**src/rtl/npu_pkg.sv**
```systemverilog
// npu_pkg
//   Shared types and constants for the NPU PE-array sequencer.
//   Contents:
//     pe_ctrl_state_e  sequencer state encoding
//     PE_RD_LAT_MAX    largest supported buffer read latency
//     PE_CTRL_LEN_W    default width of the activation-vector count
//     max_int          elaboration-time helper for sizing counters
package npu_pkg;

  typedef enum logic [2:0] {
    IDLE,
    LOAD_W,
    CLEAR,
    STREAM,
    DRAIN,
    DONE
  } pe_ctrl_state_e;

  localparam int PE_RD_LAT_MAX = 4;
  localparam int PE_CTRL_LEN_W = 16;

  function automatic int max_int(input int a, input int b);
    return (a > b) ? a : b;
  endfunction

endpackage

```
**src/rtl/pe_ctrl_delay.sv**
```systemverilog
// pe_ctrl_delay
//   Fixed-latency shift pipe used to line control strobes up with data that
//   returns from the weight/activation buffers LAT cycles after the read.
//   Ports:
//     clk    in   1      clock
//     rst    in   1      synchronous reset, active-high
//     hold   in   1      freeze every stage (buffer output is frozen too)
//     flush  in   1      clear every stage; wins over hold
//     din    in   WIDTH  value entering the pipe this cycle
//     dout   out  WIDTH  value that entered LAT cycles ago (unstalled)
module pe_ctrl_delay
  import npu_pkg::*;
#(
  parameter int WIDTH = 1,
  parameter int LAT   = 1
) (
  input  logic             clk,
  input  logic             rst,
  input  logic             hold,
  input  logic             flush,
  input  logic [WIDTH-1:0] din,
  output logic [WIDTH-1:0] dout
);

  // Out-of-range latencies are clamped so the pipe always has 1..MAX stages.
  localparam int DEPTH = (LAT < 1) ? 1 : ((LAT > PE_RD_LAT_MAX) ? PE_RD_LAT_MAX : LAT);

  logic [WIDTH-1:0] pipe [DEPTH];

  // Flush has priority over hold so an abort during a stall still empties the pipe.
  always_ff @(posedge clk) begin
    if (rst || flush) begin
      for (int s = 0; s < DEPTH; s++) pipe[s] <= '0;
    end else if (!hold) begin
      pipe[0] <= din;
      for (int s = 1; s < DEPTH; s++) pipe[s] <= pipe[s-1];
    end
  end

  assign dout = pipe[DEPTH-1];

endmodule

```
**src/rtl/pe_array_ctrl.sv**
```systemverilog
// pe_array_ctrl
//   Sequencer for the ROWSxCOLS systolic PE array: loads one weight row per
//   cycle, clears the accumulators, streams K activation vectors, drains the
//   array skew and pulses done.
//   Ports:
//     clk, rst                    clock, synchronous active-high reset
//     start, abort                job request (IDLE only) / job cancel
//     cfg_w_base, cfg_a_base      weight / activation buffer base addresses
//     cfg_k_len                   number of activation vectors K (>=1)
//     stall                       activation buffer not ready; freezes STREAM/DRAIN
//     busy, done, cfg_err         job status
//     wbuf_rd_en, wbuf_rd_addr    weight buffer read port
//     abuf_rd_en, abuf_rd_addr    activation buffer read port
//     abuf_zero                   zero activations into the array while draining
//     pe_load_weight              one-hot row load select, aligned to returned weights
//     pe_enable, pe_clear_acc     PE array control
module pe_array_ctrl
  import npu_pkg::*;
#(
  parameter int ROWS   = 16,
  parameter int COLS   = 16,
  parameter int ADDR_W = 12,
  parameter int LEN_W  = PE_CTRL_LEN_W,
  parameter int RD_LAT = 1
) (
  input  logic              clk,
  input  logic              rst,
  input  logic              start,
  input  logic              abort,
  input  logic [ADDR_W-1:0] cfg_w_base,
  input  logic [ADDR_W-1:0] cfg_a_base,
  input  logic [LEN_W-1:0]  cfg_k_len,
  input  logic              stall,
  output logic              busy,
  output logic              done,
  output logic              cfg_err,
  output logic              wbuf_rd_en,
  output logic [ADDR_W-1:0] wbuf_rd_addr,
  output logic              abuf_rd_en,
  output logic [ADDR_W-1:0] abuf_rd_addr,
  output logic              abuf_zero,
  output logic [ROWS-1:0]   pe_load_weight,
  output logic              pe_enable,
  output logic              pe_clear_acc
);

  localparam int LOAD_LEN  = ROWS + RD_LAT;
  localparam int DRAIN_LEN = ROWS + COLS - 1 + RD_LAT;
  // One counter serves every phase, so it must cover both K and the fixed phase lengths.
  localparam int CNT_W = max_int(LEN_W, $clog2(max_int(LOAD_LEN, DRAIN_LEN)) + 1);

  pe_ctrl_state_e    state, state_next;
  logic [CNT_W-1:0]  cnt;
  logic [ADDR_W-1:0] w_base, a_base;
  logic [LEN_W-1:0]  k_len;
  logic              cfg_err_q;

  logic              start_ok, frozen;
  logic              w_rd, a_rd;
  logic [ROWS-1:0]   lw_in, lw_out;
  logic              en_out;

  // abort in the same cycle as start means the start never happened.
  assign start_ok = (state == IDLE) && start && !abort;
  assign frozen   = stall && ((state == STREAM) || (state == DRAIN));
  assign w_rd     = (state == LOAD_W) && (cnt < CNT_W'(ROWS));
  assign a_rd     = (state == STREAM) && !stall;
  assign lw_in    = w_rd ? (ROWS'(1) << cnt) : '0;

  always_ff @(posedge clk) begin
    if (rst) state <= IDLE;
    else     state <= state_next;
  end

  always_comb begin
    state_next = state;
    case (state)
      IDLE:    if (start_ok && (cfg_k_len != '0)) state_next = LOAD_W;
      LOAD_W:  if (cnt == CNT_W'(LOAD_LEN - 1)) state_next = CLEAR;
      CLEAR:   state_next = STREAM;
      STREAM:  if (!stall && (cnt == CNT_W'(k_len) - CNT_W'(1))) state_next = DRAIN;
      DRAIN:   if (!stall && (cnt == CNT_W'(DRAIN_LEN - 1))) state_next = DONE;
      DONE:    state_next = IDLE;
      default: state_next = IDLE;
    endcase
    if (abort && (state != IDLE)) state_next = IDLE;
  end

  // Phase counter restarts on every state change and holds while stalled;
  // the job configuration is captured once so later cfg changes cannot disturb a running job.
  always_ff @(posedge clk) begin
    if (rst) begin
      cnt       <= '0;
      w_base    <= '0;
      a_base    <= '0;
      k_len     <= '0;
      cfg_err_q <= 1'b0;
    end else begin
      cfg_err_q <= start_ok && (cfg_k_len == '0);
      if (start_ok && (cfg_k_len != '0)) begin
        w_base <= cfg_w_base;
        a_base <= cfg_a_base;
        k_len  <= cfg_k_len;
      end
      if (state_next != state) begin
        cnt <= '0;
      end else if (!frozen && ((state == LOAD_W) || (state == STREAM) || (state == DRAIN))) begin
        cnt <= cnt + CNT_W'(1);
      end
    end
  end

  pe_ctrl_delay #(.WIDTH(ROWS), .LAT(RD_LAT)) u_lw_delay (
    .clk   (clk),
    .rst   (rst),
    .hold  (1'b0),
    .flush (abort),
    .din   (lw_in),
    .dout  (lw_out)
  );

  pe_ctrl_delay #(.WIDTH(1), .LAT(RD_LAT)) u_en_delay (
    .clk   (clk),
    .rst   (rst),
    .hold  (frozen),
    .flush (abort),
    .din   (a_rd),
    .dout  (en_out)
  );

  // Addresses are forced to zero when the strobe is low so idle ports are quiet.
  always_comb begin
    busy           = (state == LOAD_W) || (state == CLEAR) || (state == STREAM) || (state == DRAIN);
    done           = (state == DONE);
    cfg_err        = cfg_err_q;
    wbuf_rd_en     = w_rd;
    wbuf_rd_addr   = w_rd ? (w_base + ADDR_W'(cnt)) : '0;
    abuf_rd_en     = a_rd;
    abuf_rd_addr   = a_rd ? (a_base + ADDR_W'(cnt)) : '0;
    abuf_zero      = (state == DRAIN);
    pe_load_weight = (state == LOAD_W) ? lw_out : '0;
    pe_clear_acc   = (state == CLEAR);
    pe_enable      = 1'b0;
    if (state == STREAM)     pe_enable = en_out && !stall;
    else if (state == DRAIN) pe_enable = !stall;
  end

endmodule

```
**config.mk**
```make
export PLATFORM = sky130hd
export DESIGN_NAME = pe_array_ctrl
export DESIGN_NICKNAME = d
export VERILOG_FILES = /design/src/rtl/npu_pkg.sv /design/src/rtl/pe_ctrl_delay.sv /design/src/rtl/pe_array_ctrl.sv
export SDC_FILE = /design/constraint.sdc
export NUM_CORES = 1
export LEC_CHECK = 0
export ABC_AREA = 1
export CORE_MARGIN = 3
export CORE_UTILIZATION = 50
export DETAILED_ROUTE_END_ITERATION = 10
export GPL_TIMING_DRIVEN = 0
export PLACE_DENSITY = 0.76
export RECOVER_POWER = 100
export SYNTH_ARGS = -nofsm -noshare
export SYNTH_HDL_FRONTEND = slang
export SYNTH_HIERARCHICAL = 1
export SYNTH_SLANG_ARGS = --single-unit
export TNS_END_PERCENT = 20
```
**constraint.sdc**
```tcl
create_clock -name clk -period 5.8 [get_ports clk]
set_input_delay 0.58 -clock clk [delete_from_list [all_inputs] [get_ports clk]]
set_output_delay 0.58 -clock clk [all_outputs]
set_load 0.005 [all_outputs]
```
==> results.md, run 1 <==
* Run status: finished, final reports clean
* Global-route wire length before repair at around 22 mm
* Buffer depth of the longest clock path at 2
* Leakage power summed over all cells at ~2.9 nW
* Dominant cells by area after synthesis: dfxtp_1, nor2_1, edfxtp_1, inv_1, nand2_1
* Most used flip-flop cell after synthesis: dfxtp_1
* Worst Path Arrival at 3.67 ns
* Clock buffer count from CTS at 9
* Share of async-settable or async-resettable flops after synthesis at 0%
* Worst flop-to-flop path startpoint: k_len[0]$_SDFFE_PP0P_
* Max-cap violation count at 0
* Synth-to-layout area growth at 24.18%
* Routed via count divided by cell count at 5.072
* Buffering stage count on the worst path with inverters included at 3
* Post-Syn Instances at 762
* Number of cells upsized or downsized after cts at 0
* Clk sink count at a little under 80
* Detailed-router iteration count before antenna repair at 4
* Final antenna-violating net count at 0
* Detailed-route wire length per cell at 13.54 um
* R2R cell count at 18
* Element type at the critical path start: flip-flop
* Core region area at 9955 um^2
* Gpl congestion at around 0.90
* Antenna diode count at 0
* Root buffer selected by CTS: clkbuf_8
* Mean post-synth cell area at 6.852 um^2
* Synth Warn # at 6
* Ratio of final minimum period to clock period at approximately 73%
* Pins over their slew limit at 0
* Type of the most critical hold path: reg2reg
* Delay-heaviest family, CP: simple AND/OR/NAND/NOR gates
* Number of DRC markers in iteration 0 at between 200 and 300
* Met1 Resource Use GR at 30.24%
* Critical Path Fanout Max at 10
* Maximum number of pins on one net before global-route repair at 17
* Worst-margin pin slew at roughly 1.3 ns
* Number of distinct library cells after synthesis at 35
* Clock skew at approximately 0.0099 ns
* Highest attainable clock frequency at about 0.24 GHz
* Slowest stage cell on the critical path: nor3_1
* Netlist area before placement at 5221 um^2
* Count of hold-fix buffers inserted at cts at 0
* Area share of the largest cell type after synthesis at 23.01%
* DIE HEIGHT at 108.2 um
* EDFF count, synth at 17
* Worst rel slew slack at 14.57%
* Met2 demand-to-capacity share in global routing at 42.10%
* Starting utilization of the core area at a little over half
* Path type of the worst setup path: reg2out
* Minimum setup slack among reg-to-reg paths at 2.47 ns
* Crit path from: cnt[11]$_SDFFE_PP0P_
* Later-pin clock latency in the skew report at 0.36 ns
* Endpoint type of the worst setup path: primary output
* Routed wire length at 13.60 mm
* Required @ worst endpoint at 5.22 ns
* Inst Count DP at 988
* Post-route insts no fill at 1004
* Die W at between 100 and 150 um
* Global routing usage on met3 at 4.597%
* Global router's overall resource usage at between 20% and 30%
* Final number of setup-violating endpoints at 0
* Fill count at 881
* Via count of the first global-routing pass at between 4000 and 5000
* Critical path depth at 9
* Global route total overflow at 0
* Clock slew seen by the registers of the worst setup and hold paths at 0.08 ns
* Cells along the critical path: inv_1, nand4_1, nor2_1, nand4_1, nor3_1, inv_1, a21oi_1, o21a_1, dlygate4sd3_1
* Cell type with the largest total area after synthesis: dfxtp_1
* Critical R2R Capture: cnt[14]$_SDFFE_PP0P_
* CP endpoint: wbuf_rd_addr[8]
* H-tree lvl count at 3
* Count of input and output buffers at 92
* Total negative setup slack at 0 ns
* Layer with the highest usage: met2
* Antenna violations before repair at 0
* # DRC at 0
* Register bit count reported by yosys at 77
* Final layout net count at approximately 940
* Setup Buffers After CTS at 0
* Setup repair after global routing missed its margin: false
* Top-Level Pins at 93
* Number of placement rows at 36
* Hold Fails Final Rpt at 0
* Clock tree from TritonCTS: built
* Maximum VDD drop at 0.09806 mV
* Share of synthesized area occupied by flip-flops and latches at 32.78%
* Die Outline Area at 11710 um^2
* DR vias at between 5000 and 6000
* HPWL after detailed placement at 10.54 mm
* Period minus WS final at 4.250 ns
* Power Dens Cells at 198.3 nW/um^2
* Share of cells above drive strength 1 at 7.577%
* Max stage delay on crit path at 1.00 ns
## through the flow
step	hold slack (ns)	utilization [%]	total power [mW]	setup slack, ns	instance area [um^2]
floorplan	0.4567	-	0.7765	3.091	5225
global placement	0.4704	63.41	0.8561	2.351	6312
detailed placement	0.4787	63.41	0.8644	2.316	6312
CTS	0.4978	65.52	1.298	1.909	6523
global route	0.5255	65.13	1.350	1.265	6484
finish	0.4920	65.13	1.286	1.550	6484
## cell families (layout without fill, tap and decap cells)
| group | Yosys count | count (layout) | synth area share (%) |
|---|---|---|---|
| flops | 77 | 77 | 32.78 |
| fa+ha+maj | 27 | 27 | 6.758 |
| simple gates | 375 | 375 | 33.76 |
| compound gates | 115 | 115 | 11.29 |
| other cells | 1 | 2 | 0.07182 |
| buf+inv | 139 | 247 | 10.64 |
| xor+xnor | 28 | 28 | 4.697 |
## synthesized netlist by cell type (2+ instances only)
master and instances:
nand3_4 2, a21oi_1 42, nor3_2 4, o21ai_0 65
o21bai_1 3, nor2_1 169, xor2_1 22, clkbuf_1 13
dfxtp_1 60, nor4_1 7, buf_12 2, o21ai_1 2
nand3_1 33, edfxtp_1 17, xnor2_1 6, nor3_1 8
nand2_4 3, nand3_2 2, nand4_1 7, nand2_2 7
nand2_1 104, fa_1 2, inv_2 8, inv_1 114
ha_1 25, nor2_2 11, nor2_4 16
## worst min-delay path by stage
stage          cells past startpoint                      to  slack [ns]              startpoint
2_1_floorplan                      2  k_len[13]$_SDFFE_PP0P_        0.46  k_len[13]$_SDFFE_PP0P_
3_3_place_gp                       2  a_base[0]$_SDFFE_PP0P_        0.47  a_base[0]$_SDFFE_PP0P_
3_5_place_dp                       2  a_base[2]$_SDFFE_PP0P_        0.48  a_base[2]$_SDFFE_PP0P_
4_1_cts                            2  a_base[2]$_SDFFE_PP0P_        0.50  a_base[2]$_SDFFE_PP0P_
5_1_grt                            2  a_base[0]$_SDFFE_PP0P_        0.53  a_base[0]$_SDFFE_PP0P_
6_report                           2  a_base[8]$_SDFFE_PP0P_        0.49  a_base[8]$_SDFFE_PP0P_
## metal layers
metal	part of all wire [%]	wire, um
met2	47	6337
met4	2.3	316
met1	44	5997
met3	6.9	944
met5	0	0
## registers in the layout (all words and copies together), names as in the netlist
name	count
cfg_err	1
u_en_delay/pipe	1
u_lw_delay/pipe	16
w_base	12
state	3
a_base	12
k_len	16
cnt	16
## power by group
group	total [mW]	internal [mW]	switching [mW]
registers	0.595	0.573	0.0226
logic	0.252	0.101	0.151
clock network	0.438	0.234	0.204
## cell type report
class / instances / area [um^2] / area share, %
multi-input cells: 547 / 2935 / 45.27
inverters: 122 / 457.9 / 7.063
plain buffers: 17 / 81.33 / 1.254
flip-flops and latches: 77 / 1712 / 26.40
well taps: 133 / 166.4 / 2.567
clock buffers: 13 / 168.9 / 2.605
repair buffers: 92 / 920.9 / 14.20
clock inverters: 3 / 41.29 / 0.6368
## cells in the final DEF (no fill, tap or decap), types with 2 or more instances in the layout
cell type        netlist  routed
conb_1                 1       2
nor3_2                 4       3
nor2_2                11       9
clkbuf_8               0      12
nand4_1                7       7
inv_2                  8       7
xor2_1                22      22
nor3_1                 8       9
ha_1                  25      25
nand2_1              104     104
nor4_1                 7       7
clkbuf_1              13      16
nand3_2                2       2
o21bai_1               3       3
nand2_4                3       3
nand3_1               33      34
dfxtp_1               60      60
edfxtp_1              17      17
nor2_4                16      16
fa_1                   2       2
nand2_2                7       7
a21oi_1               42      42
dlygate4sd3_1          0      48
clkdlybuf4s50_1        0      44
nor2_1               169     171
o21ai_0               65      66
xnor2_1                6       6
inv_1                114     115
## tightest hold or removal path: stages (launching register included)
cell and delay, ns:
dfxtp_1 0.33, nor2_1 0.05, nor2_1 0.08
No activity file was read; power rests on OpenSTA's default activity.
==> run 2, diff against run 1 <==
- clock period: 5.8 -> 4.1 ns (I/O delays scaled with it)
==> run 2 against run 1 <==
  * First-iteration DRC count up 1.6%
  * Wire length up 0.13%
  * Clock skew up 0.00098 ns
  * Sequential cell count unchanged
  * Die area unchanged
  * Via count up 0.16%
  * Combinational power up 42%
  * Clock power up 41%
  * Critical path type unchanged
  * Register-to-register slack worse by 1.7 ns
  * Sequential share of layout area about the same
  * Critical path depth up 7
==> results.md, run 2 (synthesis gave the netlist of run 1 again) <==
* Maximum VDD drop at about 0.14 mV
* Required @ worst endpoint at 3.69 ns
* Clock buffer count from CTS at 9
* Worst Path Arrival at ~3.3 ns
* Setup Buffers After CTS at 0
* Detailed-router iteration count before antenna repair at 7
* Number of placement rows at 36
* Number of DRC markers in iteration 0 at 255
* Pre-CTS setup slack at a little under 0.8 ns
* Later-pin clock latency in the skew report at 0.36 ns
* Detailed-route wire length per cell at 13.56 um
* Count of hold-fix buffers inserted at cts at 0
* Highest attainable clock frequency at 0.2673 GHz
* Regs by FF count: cnt (16), k_len (16), u_lw_delay/pipe (16)
* Cell repeated most along the worst path: nand2_1
* Worst rel slew slack at 19.42%
* Worst Slack Setup Final at 0.3584 ns
* Antenna violations before repair at 0
* Period minus WS final at approximately 3.7 ns
* Cells along the critical path: ha_1, fa_1, nand3_1, nand2_1, nand2_1, nand2_1, a21oi_1, nor2_1, o21ai_0, nand2_1, nand2_1, a21boi_0, o21ai_0, nand2_1, nor2_1, clkdlybuf4s50_1
* Routed wire length at 13.61 mm
* Root buffer selected by CTS: clkbuf_8
* Clk sink count at between 70 and 80
* Leakage power summed over all cells at 2.844 nW
* Top-Level Pins at 93
* Hold Path Sink: a_base[8]$_SDFFE_PP0P_
* Power Dens Cells at 280.5 nW/um^2
* Clock slew seen by the registers of the worst setup and hold paths at 0.08 ns
* Path type of the worst setup path: reg2out
* Gpl congestion at 0.8957
* Total power after layout at 1.818 mW
* Global route total overflow at 0
* Run status: finished, final reports clean
* Core region area at around 10000 um^2
* Endpoint type of the worst setup path: primary output
* Clock tree from TritonCTS: built
* Number of cells upsized or downsized after cts at 0
* Synth-to-layout area growth at 24.13%
* R2R cell count at 18
* Final number of setup-violating endpoints at 0
* Hold path startpoint: a_base[8]$_SDFFE_PP0P_
* Fill count at 882
* Critical Path Fanout Max at 9
* Clock skew at ~0.011 ns
* Buffer depth of the longest clock path at 2
* Maximum number of pins on one net before global-route repair at 17
* # DRC at 0
* Most frequent standard cell in the layout excluding fill and tap cells: nor2_1
* Worst flop-to-flop path startpoint: k_len[0]$_SDFFE_PP0P_
* Most frequent cells in the layout: nor2_1, inv_1, nand2_1
* Slowest stage cell on the critical path: clkdlybuf4s50_1
* Post-route insts no fill at ~1000
* Count of input and output buffers at 92
* Global-route wire length before repair at 22.47 mm
* Routed via count divided by cell count at 5.080
* Global router's overall resource usage at 24.54%
* Ratio of final minimum period to clock period at 91.26%
* Worst hold path cell count at 2
* Minimum setup slack among reg-to-reg paths at 0.73 ns
* Starting utilization of the core area at 52.45%
* Die W at 108.2 um
* Share of cells above drive strength 1 at under 10%
* Setup repair after global routing missed its margin: false
* Final layout net count at 938
* Via count of the first global-routing pass at roughly 5000
* HPWL after detailed placement at 10.54 mm
* Type of the most critical hold path: reg2reg
* Worst-margin pin slew at 1.209 ns
* Hold Fails Final Rpt at 0
* Die Outline Area at 11710 um^2
* Critical R2R Capture: cnt[14]$_SDFFE_PP0P_
* Pins over their slew limit at 0
* DR vias at between 5000 and 6000
* Element type at the critical path start: flip-flop
* Max stage delay on crit path at 0.50 ns
* Inst Count DP at 988
* Final antenna-violating net count at 0
* Total negative setup slack at 0 ns
* Max-cap violation count at 0
* H-tree lvl count at 3
* Utilization after layout at 65.11%
* Antenna diode count at 0
* DIE HEIGHT at 108.2 um
[run 2: area by class of cell]
class | instances | area, um^2 | share of cell area (%)
Timing Repair Buffer | 92 | 920.9 | 14.21
Tap cell | 133 | 166.4 | 2.568
Buffer | 17 | 81.33 | 1.255
Sequential cell | 77 | 1712 | 26.41
Inverter | 122 | 457.9 | 7.066
Multi-Input combinational cell | 547 | 2933 | 45.25
Clock buffer | 13 | 168.9 | 2.606
Clock inverter | 3 | 41.29 | 0.6371
[run 2: worst max-delay path: cells and delay by family, from the launching register on]
kind | cells | cell delay (ns)
adder cells (fa/ha/maj) | 2 | 0.71
AND/OR/NAND/NOR | 9 | 0.68
AO/OA/AOI/OAI | 4 | 0.64
buffers and inverters | 1 | 0.50
flip-flops | 1 | 0.47
[run 2: stage by stage]
| step | hold slack [ns] | cell area, um^2 |
|---|---|---|
| floorplan | 0.4567 | 5225 |
| global placement | 0.4704 | 6312 |
| detailed placement | 0.4787 | 6312 |
| CTS | 0.4978 | 6523 |
| global route | 0.5255 | 6481 |
| finish | 0.4920 | 6481 |
[run 2: worst max path at each step]
stage | from | slack [ns] | endpoint
floorplan | cnt[0]$_SDFFE_PP0P_ | 1.56 | abuf_rd_addr[10]
global placement | cnt[0]$_SDFFE_PP0P_ | 0.82 | abuf_rd_addr[10]
detailed placement | cnt[0]$_SDFFE_PP0P_ | 0.79 | abuf_rd_addr[10]
CTS | cnt[0]$_SDFFE_PP0P_ | 0.38 | abuf_rd_addr[10]
global route | cnt[0]$_SDFFE_PP0P_ | 0.02 | abuf_rd_addr[10]
finish | cnt[0]$_SDFFE_PP0P_ | 0.36 | abuf_rd_addr[10]
[run 2: layer usage]
metal  vias up  track usage (%)  share of wire, %
li1       2616                -                 -
met5         -                0                 0
met2       171            42.10                47
met4         0            10.19               2.3
met3        24            4.597               6.9
met1      2289            30.24                44
[run 2: power by group]
part           total, mW  internal [mW]  switching (mW)  leakage, nW
clock              0.619          0.331           0.288        0.110
combinational      0.357          0.144           0.213         2.04
sequential         0.842          0.810          0.0320        0.690
total               1.82           1.29           0.533         2.84
